$ cat config.mk
export PLATFORM = sky130hd
export DESIGN_NAME = seq_detector_prog
export DESIGN_NICKNAME = d
export VERILOG_FILES = /design/src/rtl/seq_det_pkg.sv /design/src/rtl/seq_det_window.sv /design/src/rtl/seq_detector_prog.sv
export SDC_FILE = /design/constraint.sdc
export NUM_CORES = 1
export LEC_CHECK = 0
export CORE_ASPECT_RATIO = 0.7
export CORE_UTILIZATION = 53
export DETAILED_ROUTE_END_ITERATION = 10
export PLACE_DENSITY = 0.78
export SYNTH_ARGS = -nofsm -noshare
export SYNTH_HDL_FRONTEND = slang
export SYNTH_SLANG_ARGS = --single-unit
$ cat constraint.sdc
create_clock -name clk -period 2.83 [get_ports clk]
set_input_delay 0.4245 -clock clk [delete_from_list [all_inputs] [get_ports clk]]
set_output_delay 0.4245 -clock clk [all_outputs]
set_load 0.01 [all_outputs]
$ cat src/rtl/seq_det_pkg.sv
// Shared constants and helpers for the programmable serial pattern detector.
// The defaults reproduce the legacy fixed 1101 overlapping detector.
package seq_det_pkg;

  localparam logic [31:0] DEF_PATTERN = 32'b1101;
  localparam int          DEF_LEN     = 4;
  localparam logic        DEF_OVERLAP = 1'b1;

  // Maps a requested pattern length onto the usable range 1..max_len.
  function automatic int clamp_len(input int len, input int max_len);
    if (len < 1) begin
      return 1;
    end
    if (len > max_len) begin
      return max_len;
    end
    return len;
  endfunction

endpackage

$ cat src/rtl/seq_det_window.sv
// Bit-history window: a shift register of the most recent accepted bits
// plus a saturating count of how many bits have arrived since the last flush.
module seq_det_window
  import seq_det_pkg::*;
#(
  parameter int MAX_LEN = 8,
  parameter int FILL_W  = $clog2(MAX_LEN + 1)
) (
  input  logic               clk,
  input  logic               reset,
  input  logic               shift,
  input  logic               flush,
  input  logic               bit_in,
  output logic [MAX_LEN-1:0] hist,
  output logic [FILL_W-1:0]  fill
);

  logic [MAX_LEN-1:0] hist_q, hist_d;
  logic [FILL_W-1:0]  fill_q, fill_d;

  // Flush beats shift so a flushing cycle never leaves the incoming bit behind.
  always_comb begin
    hist_d = hist_q;
    fill_d = fill_q;
    if (flush) begin
      hist_d = '0;
      fill_d = '0;
    end else if (shift) begin
      hist_d = {hist_q[MAX_LEN-2:0], bit_in};
      if (fill_q != FILL_W'(MAX_LEN)) begin
        fill_d = fill_q + FILL_W'(1);
      end
    end
  end

  // Window state, cleared asynchronously by the active-low reset.
  always_ff @(posedge clk or negedge reset) begin
    if (!reset) begin
      hist_q <= '0;
      fill_q <= '0;
    end else begin
      hist_q <= hist_d;
      fill_q <= fill_d;
    end
  end

  assign hist = hist_q;
  assign fill = fill_q;

endmodule

$ cat src/rtl/seq_detector_prog.sv
// Programmable serial bit-pattern detector. Holds the runtime configuration,
// compares the history window plus the incoming bit against the pattern and
// produces Mealy, Moore and saturating-count match indications.
module seq_detector_prog
  import seq_det_pkg::*;
#(
  parameter int MAX_LEN = 8,
  parameter int CNT_W   = 8,
  parameter int LEN_W   = $clog2(MAX_LEN + 1)
) (
  input  logic               clk,
  input  logic               reset,
  input  logic               cfg_load,
  input  logic [MAX_LEN-1:0] cfg_pattern,
  input  logic [LEN_W-1:0]   cfg_len,
  input  logic               cfg_overlap,
  input  logic               cnt_clr,
  input  logic               in_valid,
  input  logic               in,
  output logic               mealy_out,
  output logic               moore_out,
  output logic [CNT_W-1:0]   match_count
);

  logic [MAX_LEN-1:0] pattern_q, pattern_d;
  logic [LEN_W-1:0]   len_q, len_d;
  logic               overlap_q, overlap_d;
  logic               moore_q, moore_d;
  logic [CNT_W-1:0]   count_q, count_d;

  logic [MAX_LEN-1:0] hist;
  logic [LEN_W-1:0]   fill;
  logic [MAX_LEN-1:0] cand;
  logic [MAX_LEN-1:0] mask;
  logic               accept;
  logic               match;
  logic               flush;

  // A config load takes the whole cycle: the bit offered alongside it is dropped.
  assign accept = in_valid & ~cfg_load;
  assign flush  = cfg_load | (match & ~overlap_q);

  seq_det_window #(
    .MAX_LEN (MAX_LEN),
    .FILL_W  (LEN_W)
  ) u_window (
    .clk    (clk),
    .reset  (reset),
    .shift  (accept),
    .flush  (flush),
    .bit_in (in),
    .hist   (hist),
    .fill   (fill)
  );

  assign cand = {hist[MAX_LEN-2:0], in};

  // Compare only the low len bits of history+incoming bit, once enough bits have arrived.
  always_comb begin
    mask = '0;
    for (int i = 0; i < MAX_LEN; i++) begin
      mask[i] = (i < int'(len_q));
    end
    match = accept
          && (int'(fill) >= int'(len_q) - 1)
          && (((cand ^ pattern_q) & mask) == '0);
  end

  // Next-state for config, Moore flag and counter; counter clear outranks a match.
  always_comb begin
    pattern_d = pattern_q;
    len_d     = len_q;
    overlap_d = overlap_q;
    moore_d   = moore_q;
    count_d   = count_q;
    if (cfg_load) begin
      pattern_d = cfg_pattern;
      len_d     = LEN_W'(clamp_len(int'(cfg_len), MAX_LEN));
      overlap_d = cfg_overlap;
      moore_d   = 1'b0;
    end else if (accept) begin
      moore_d = match;
    end
    if (cnt_clr) begin
      count_d = '0;
    end else if (match && (count_q != '1)) begin
      count_d = count_q + CNT_W'(1);
    end
  end

  // Registered state; reset restores the legacy 1101 overlapping behaviour.
  always_ff @(posedge clk or negedge reset) begin
    if (!reset) begin
      pattern_q <= DEF_PATTERN[MAX_LEN-1:0];
      len_q     <= LEN_W'(DEF_LEN);
      overlap_q <= DEF_OVERLAP;
      moore_q   <= 1'b0;
      count_q   <= '0;
    end else begin
      pattern_q <= pattern_d;
      len_q     <= len_d;
      overlap_q <= overlap_d;
      moore_q   <= moore_d;
      count_q   <= count_d;
    end
  end

  assign mealy_out   = match;
  assign moore_out   = moore_q;
  assign match_count = count_q;

endmodule
======== Word level (Yosys, flattened, before mapping) ========
Index checks and enable logic that the tools add are counted.
storage, ports and cells
  word-level logic and storage cells ...... 57
  register bits after elaboration ......... 33
  bits of input ports ..................... 19
operators by class
  mux-type cells .......................... 18
  magnitude comparators ................... 11
  bitwise logic cells ..................... 7
  reduce and logical (&&, ||, !) cells .... 9
  add/sub/neg operators ................... 3
  eq/ne operators ......................... 2
operator list
  kind                                                 number
  2-to-1 mux 4 bit                                     6
  < comparator 3 x 4 -> 1 bit (first input constant)   4
  2-to-1 mux 8 bit                                     2
  2-to-1 mux 7 bit                                     2
  adder 8 x 1 -> 8 bit (second input constant)         1
  bitwise AND 8 bit                                    1
  zero test 8 bit                                      1
  < comparator 1 x 4 -> 1 bit (first input constant)   2
  < comparator 2 x 4 -> 1 bit (first input constant)   2
  2-to-1 mux 1 bit                                     8
  != test 8 bit (second input constant)                1
  nonzero test 2 bit                                   4
  XOR 8 bit                                            1
  >= comparator 5 bit                                  1
  subtractor 4 x 1 -> 5 bit (second input constant)    1
  adder 4 x 1 -> 4 bit (second input constant)         1
  > comparator 4 bit (second input constant)           1
  < comparator 4 x 1 -> 1 bit (second input constant)  1
  != test 4 bit (second input constant)                1
  logical AND 1 bit                                    3
  bitwise AND 1 bit                                    2
  inverter 1 bit                                       2
  AND reduction 2 bit                                  1
  OR 1 bit                                             1

======== Longest topological paths before layout ========
  depth in word-level cells ............... 8
  mapped depth ............................ 10
  mapped depth without buffers ............ 9

======== By module ========
A second synthesis with hierarchy kept.
unflattened totals
  cells, all modules ...................... 187
  area total of the unflattened synthesis .. 1,971.9 sq um
modules (own cells, without submodules)
  module             cells each  seq. area each (sq um)  area each (sq um)  times used
  seq_detector_prog  138         556.8                   1,413.9            1
  seq_det_window     49          300.3                   558.0              1

======== Worst setup path after synthesis ========
OpenSTA, ideal clock, no wires.
  kind .................................... flip-flop to flip-flop
  from .................................... reg len_q[0]
  to ...................................... reg count_q[3], in the netlist match_count[3]
  data required time ...................... 2,705 ps
  setup slack ............................. 558 ps
  arrival time ............................ 2,147 ps
  buffers on the path ..................... 0
  cell stages (with the launch flop) ...... 10
  cells stage by stage .................... dfrtp_1 -> inv_1 -> ha_1 -> xnor2_1 -> ha_1 -> o21ai_0 -> o21ai_0 -> nand3_1 -> nor3_1 -> mux2_2
on the way
  longest elaborated chain between the ends .. 6
  elaborated cells between the ends (all ways) .. 16
  those cells by class .................... add/sub: 1; order compare: 9; bitwise: 1; reduce/logical: 5
RTL lines
  element                                                          RTL line                                          text
  from (decl)                                                      seq_detector_prog.sv:26                           logic [LEN_W-1:0] len_q, len_d;
  from (signal assigned)                                           seq_detector_prog.sv:95                           len_q <= LEN_W'(DEF_LEN);
  from (signal assigned)                                           seq_detector_prog.sv:101                          len_q <= len_d;
  subtractor 4 x 1 -> 5 bit, or another cell as far along          seq_detector_prog.sv:65                           && (int'(fill) >= int'(len_q) - 1)
  >= comparator 5 bit / bitwise AND 8 bit (equally long branches)  seq_detector_prog.sv:65, seq_detector_prog.sv:66
  logical AND 1 bit / zero test 8 bit (equally long branches)      seq_detector_prog.sv:65, seq_detector_prog.sv:66
  logical AND 1 bit (*)                                            seq_detector_prog.sv:66                           && (((cand ^ pattern_q) & mask) == '0);
  logical AND 1 bit (*)                                            seq_detector_prog.sv:86                           end else if (match && (count_q != '1)) begin
  nonzero test 2 bit (no line) (*)                                 n/a
  to (signal assigned)                                             seq_detector_prog.sv:104                          count_q <= count_d;
  to (decl)                                                        seq_detector_prog.sv:29                           logic [CNT_W-1:0] count_q, count_d;
Mark *: on every way between the ends. The rest lies on a longest branch, timed or not.
A chain may end at the register's enable or synchronous reset.

======== Worst setup path after layout ========
  from .................................... reg len_q[0]
  to ...................................... out mealy_out
on the way
  longest elaborated chain between the ends .. 4
  elaborated cells between the ends (all ways) .. 14
  those cells by class .................... add/sub: 1; order compare: 9; bitwise: 1; reduce/logical: 3
RTL lines
  element                                                          RTL line                                          text
  subtractor 4 x 1 -> 5 bit, or another cell as far along          seq_detector_prog.sv:65
  >= comparator 5 bit / bitwise AND 8 bit (equally long branches)  seq_detector_prog.sv:65, seq_detector_prog.sv:66
  logical AND 1 bit / zero test 8 bit (equally long branches)      seq_detector_prog.sv:65, seq_detector_prog.sv:66
  logical AND 1 bit (*)                                            seq_detector_prog.sv:66
  to (decl)                                                        seq_detector_prog.sv:20                           output logic mealy_out,
Marked as above.

==> summary.txt <==
Die
  • Die height: 51.3 µm
  • Ports: 29
  • Core Area: 3230 µm²
  • Rows: 17
  • Die Area: 3720 µm²
  • Die Span X: 72.5 µm
  • Initial Util: 0.570

Synthesis
  • Yosys reg bits: 33
  • Synth unique cells: 37
  • Syn Area/Cell: 10.5 µm²
  • Register area share after synthesis: 0.452
  • Warnings from Yosys: 0
  • Synth Instances: 176
  • Post-Syn Area: 1840 µm²
  • Syn nets: 206

Clock tree
  • H-tree depth: 2
  • Clock Sinks: 33
  • Post-CTS setup buffers: 0
  • Root buf cell: clkbuf_8
  • Reg clk slew, reported paths: 70 ps
  • CTS Buffer Depth: 2
  • CTS buffer count: 5
  • CTS tree: done
  • Skew-Pair Late Insertion Delay: 290 ps

Hold path
  • Type of the worst min-delay path: reg2reg
  • Hold path cells: 1

Timing
  • Worst-Margin Slew: 482 ps
  • Relative slew slack: 0.676
  • Fin crit period: 2620 ps
  • Max-slew violations: 0
  • Final Hold Vio Count: 0
  • Period utilization: 0.925
  • Fin worst setup slack: 213 ps
  • Hold Slack: 497 ps
  • RSZ-0062 raised after global routing: false
  • Final-report setup violation count: 0
  • Fmax: 0.382 GHz
  • Clock Skews: 1.45 ps
  • Setup TNS: 0 ps

Placement
  • Place WS: 99.1 ps
  • RD Place Congestion: 0.853
  • Dpl hpwl: 3060 µm
  • Port Buffers: 28

Detailed routing
  • Met3 wire length: 169 µm
  • Routed Antenna Nets: 0
  • DR top layer: met4
  • Routed wl met2: 1880 µm
  • # DRC: 0
  • Vias/cell: 5.66
  • DR iter-0 viols: 55
  • WL met1: 2000 µm
  • DR WL/cell: 15.9 µm
  • Routed wire length: 4110 µm
  • Via count: 1466
  • First-pass iteration count of the detailed router: 4

Worst setup path
  • Crit-path max FO: 5
  • Critical path class: reg2out
  • Worst setup startpoint: len_q[0]$_DFFE_PN0P_
  • R2R setup slack: 220 ps
  • Worst r2r dst: match_count[3]$_DFFE_PN0P_
  • CP startpoint kind: flop
  • Worst Path Required: 2410 ps
  • CP Capture Type: output port
  • Arr. time, crit path: 2190 ps
  • Worst Setup EP: mealy_out
  • Start of the worst register-to-register path: len_q[0]$_DFFE_PN0P_
  • Depth of the most critical reg-to-reg path: 10

Global routing
  • First-pass GRT wire length: 7040 µm
  • Initial antenna violation count: 0
  • Largest net degree at the start of global routing: 34
  • Global route overflow: 0
  • Gr usage total: 0.255
  • Vias in the first global route: 1534

Job
  • Max cap viols: 0

Cells and area
  • Commonest non-fill, non-tap cells in the layout: dfrtp_1, clkdlybuf4s50_1, nor2_1, mux2_2, ha_1
  • Fin nets: 241
  • Fraction of layout cells with a size suffix above 1: 0.175
  • Most common cell after layout, fill and taps aside: dfrtp_1
  • Synthesis-to-layout area growth: 24.7%
  • Antenna Cells: 0

Pwr
  • Pwr/cell area: 489 nW/µm²
  • Max VDD drop: 0.000358 V
  • Leakage power: 0.990 nW

Status
  • Status: complete, no violations
sequential cells by signal (all words and copies together) (netlist names):
| register | count |
|---|---|
| moore_out | 1 |
| match_count | 8 |
| u_window.fill | 4 |
| overlap_q | 1 |
| pattern_q | 8 |
| len_q | 4 |
| u_window.hist | 7 |
synthesized netlist by cell type:
| cell type | number | area [µm²] |
|---|---|---|
| nor3_1 | 4 | 20.0 |
| o31a_1 | 1 | 8.76 |
| a41o_1 | 1 | 10.0 |
| nor4_1 | 1 | 6.26 |
| nor2_1 | 18 | 67.6 |
| nor2b_1 | 1 | 6.26 |
| or4_1 | 3 | 22.5 |
| a211oi_1 | 1 | 7.51 |
| buf_6 | 1 | 11.3 |
| o21ai_0 | 9 | 45.0 |
| inv_1 | 9 | 33.8 |
| mux2_2 | 11 | 124 |
| a21o_1 | 1 | 7.51 |
| xnor2_1 | 7 | 61.3 |
| xor2_1 | 6 | 52.6 |
| nand4_1 | 6 | 37.5 |
| buf_1 | 2 | 7.51 |
| o2bb2ai_1 | 1 | 8.76 |
| a21oi_1 | 10 | 50.1 |
| and3_1 | 1 | 6.26 |
| o31ai_1 | 4 | 30.0 |
| ha_1 | 11 | 138 |
| nand2_2 | 2 | 12.5 |
| nand2b_1 | 4 | 25.0 |
| nand3_1 | 2 | 10.0 |
| o22ai_1 | 2 | 12.5 |
| nor2_4 | 1 | 11.3 |
| clkbuf_1 | 2 | 7.51 |
| dfstp_2 | 5 | 131 |
| and2_1 | 1 | 6.26 |
| buf_2 | 2 | 10.0 |
| o21a_1 | 1 | 7.51 |
| dfrtp_1 | 28 | 701 |
| or3_1 | 3 | 18.8 |
| nand2_1 | 5 | 18.8 |
| mux2i_1 | 8 | 80.1 |
| a2111oi_4 | 1 | 27.5 |
report_power, final:
group / internal, W / switching (W)
logic: 0.0000971 / 0.000105
registers: 0.000500 / 0.0000235
clock network: 0.000220 / 0.000178
total: 0.000817 / 0.000306
logic make-up (layout without fill, tap and decap cells):
logic type	Yosys count	count (layout)	share of synthesized area
AND/OR/NAND/NOR	52	52	0.146
flip-flops	33	33	0.452
AO/OA/AOI/OAI	32	32	0.117
multiplexers	19	19	0.111
buffers and inverters	16	52	0.0380
XOR/XNOR	13	13	0.0618
adder cells (fa/ha/maj)	11	11	0.0747
what timing repair did:
action	4_1_cts	5_1_grt
hold buffers	0	0
resized for setup	1	3
setup endpoints to repair	1	1
metal layers:
| metal | track usage | up-vias |
|---|---|---|
| li1 | - | 690 |
| met1 | 0.352 | 713 |
| met2 | 0.410 | 52 |
| met3 | 0.0473 | 11 |
| met5 | 0 | - |
| met4 | 0.0784 | 0 |
final cells by class:
| type | count | area [µm²] |
|---|---|---|
| clock buffer | 7 | 96.3 |
| clock inverter | 1 | 5.00 |
| fill | 242 | 937 |
| inverter | 9 | 33.8 |
| multi-input combinational | 127 | 942 |
| sequential | 33 | 832 |
| tap | 47 | 58.8 |
| timing repair buffer | 35 | 328 |
how the worst min path moves through the flow:
stage / endpoint / start / slack (ps)
after floorplan: len_q[0]$_DFFE_PN0P_ / reset / 130
after global placement: moore_out$_DFFE_PN0P_ / moore_out$_DFFE_PN0P_ / 470
after detailed placement: moore_out$_DFFE_PN0P_ / moore_out$_DFFE_PN0P_ / 480
after CTS: moore_out$_DFFE_PN0P_ / moore_out$_DFFE_PN0P_ / 500
after global routing: moore_out$_DFFE_PN0P_ / moore_out$_DFFE_PN0P_ / 540
final: moore_out$_DFFE_PN0P_ / moore_out$_DFFE_PN0P_ / 500
metrics by stage:
step,util,instances,total power (W),instance area [µm²]
6_report,0.710,259,0.00112,2300
3_3_place_gp,0.680,251,0.000719,2200
4_1_cts,0.711,259,0.00112,2300
2_1_floorplan,-,176,0.000649,1840
5_1_grt,0.710,259,0.00117,2300
3_5_place_dp,0.680,251,0.000732,2200
critical path, stage by stage, from the launching register on:
cell and delay (ps):
dfrtp_1 390, inv_1 130, ha_1 250, xnor2_1 140
ha_1 270, o21ai_0 60, o21ai_0 170, buf_4 160
nand2_2 60, nor2_2 140, clkbuf_2 140
Power figures use the tool's default switching activity.
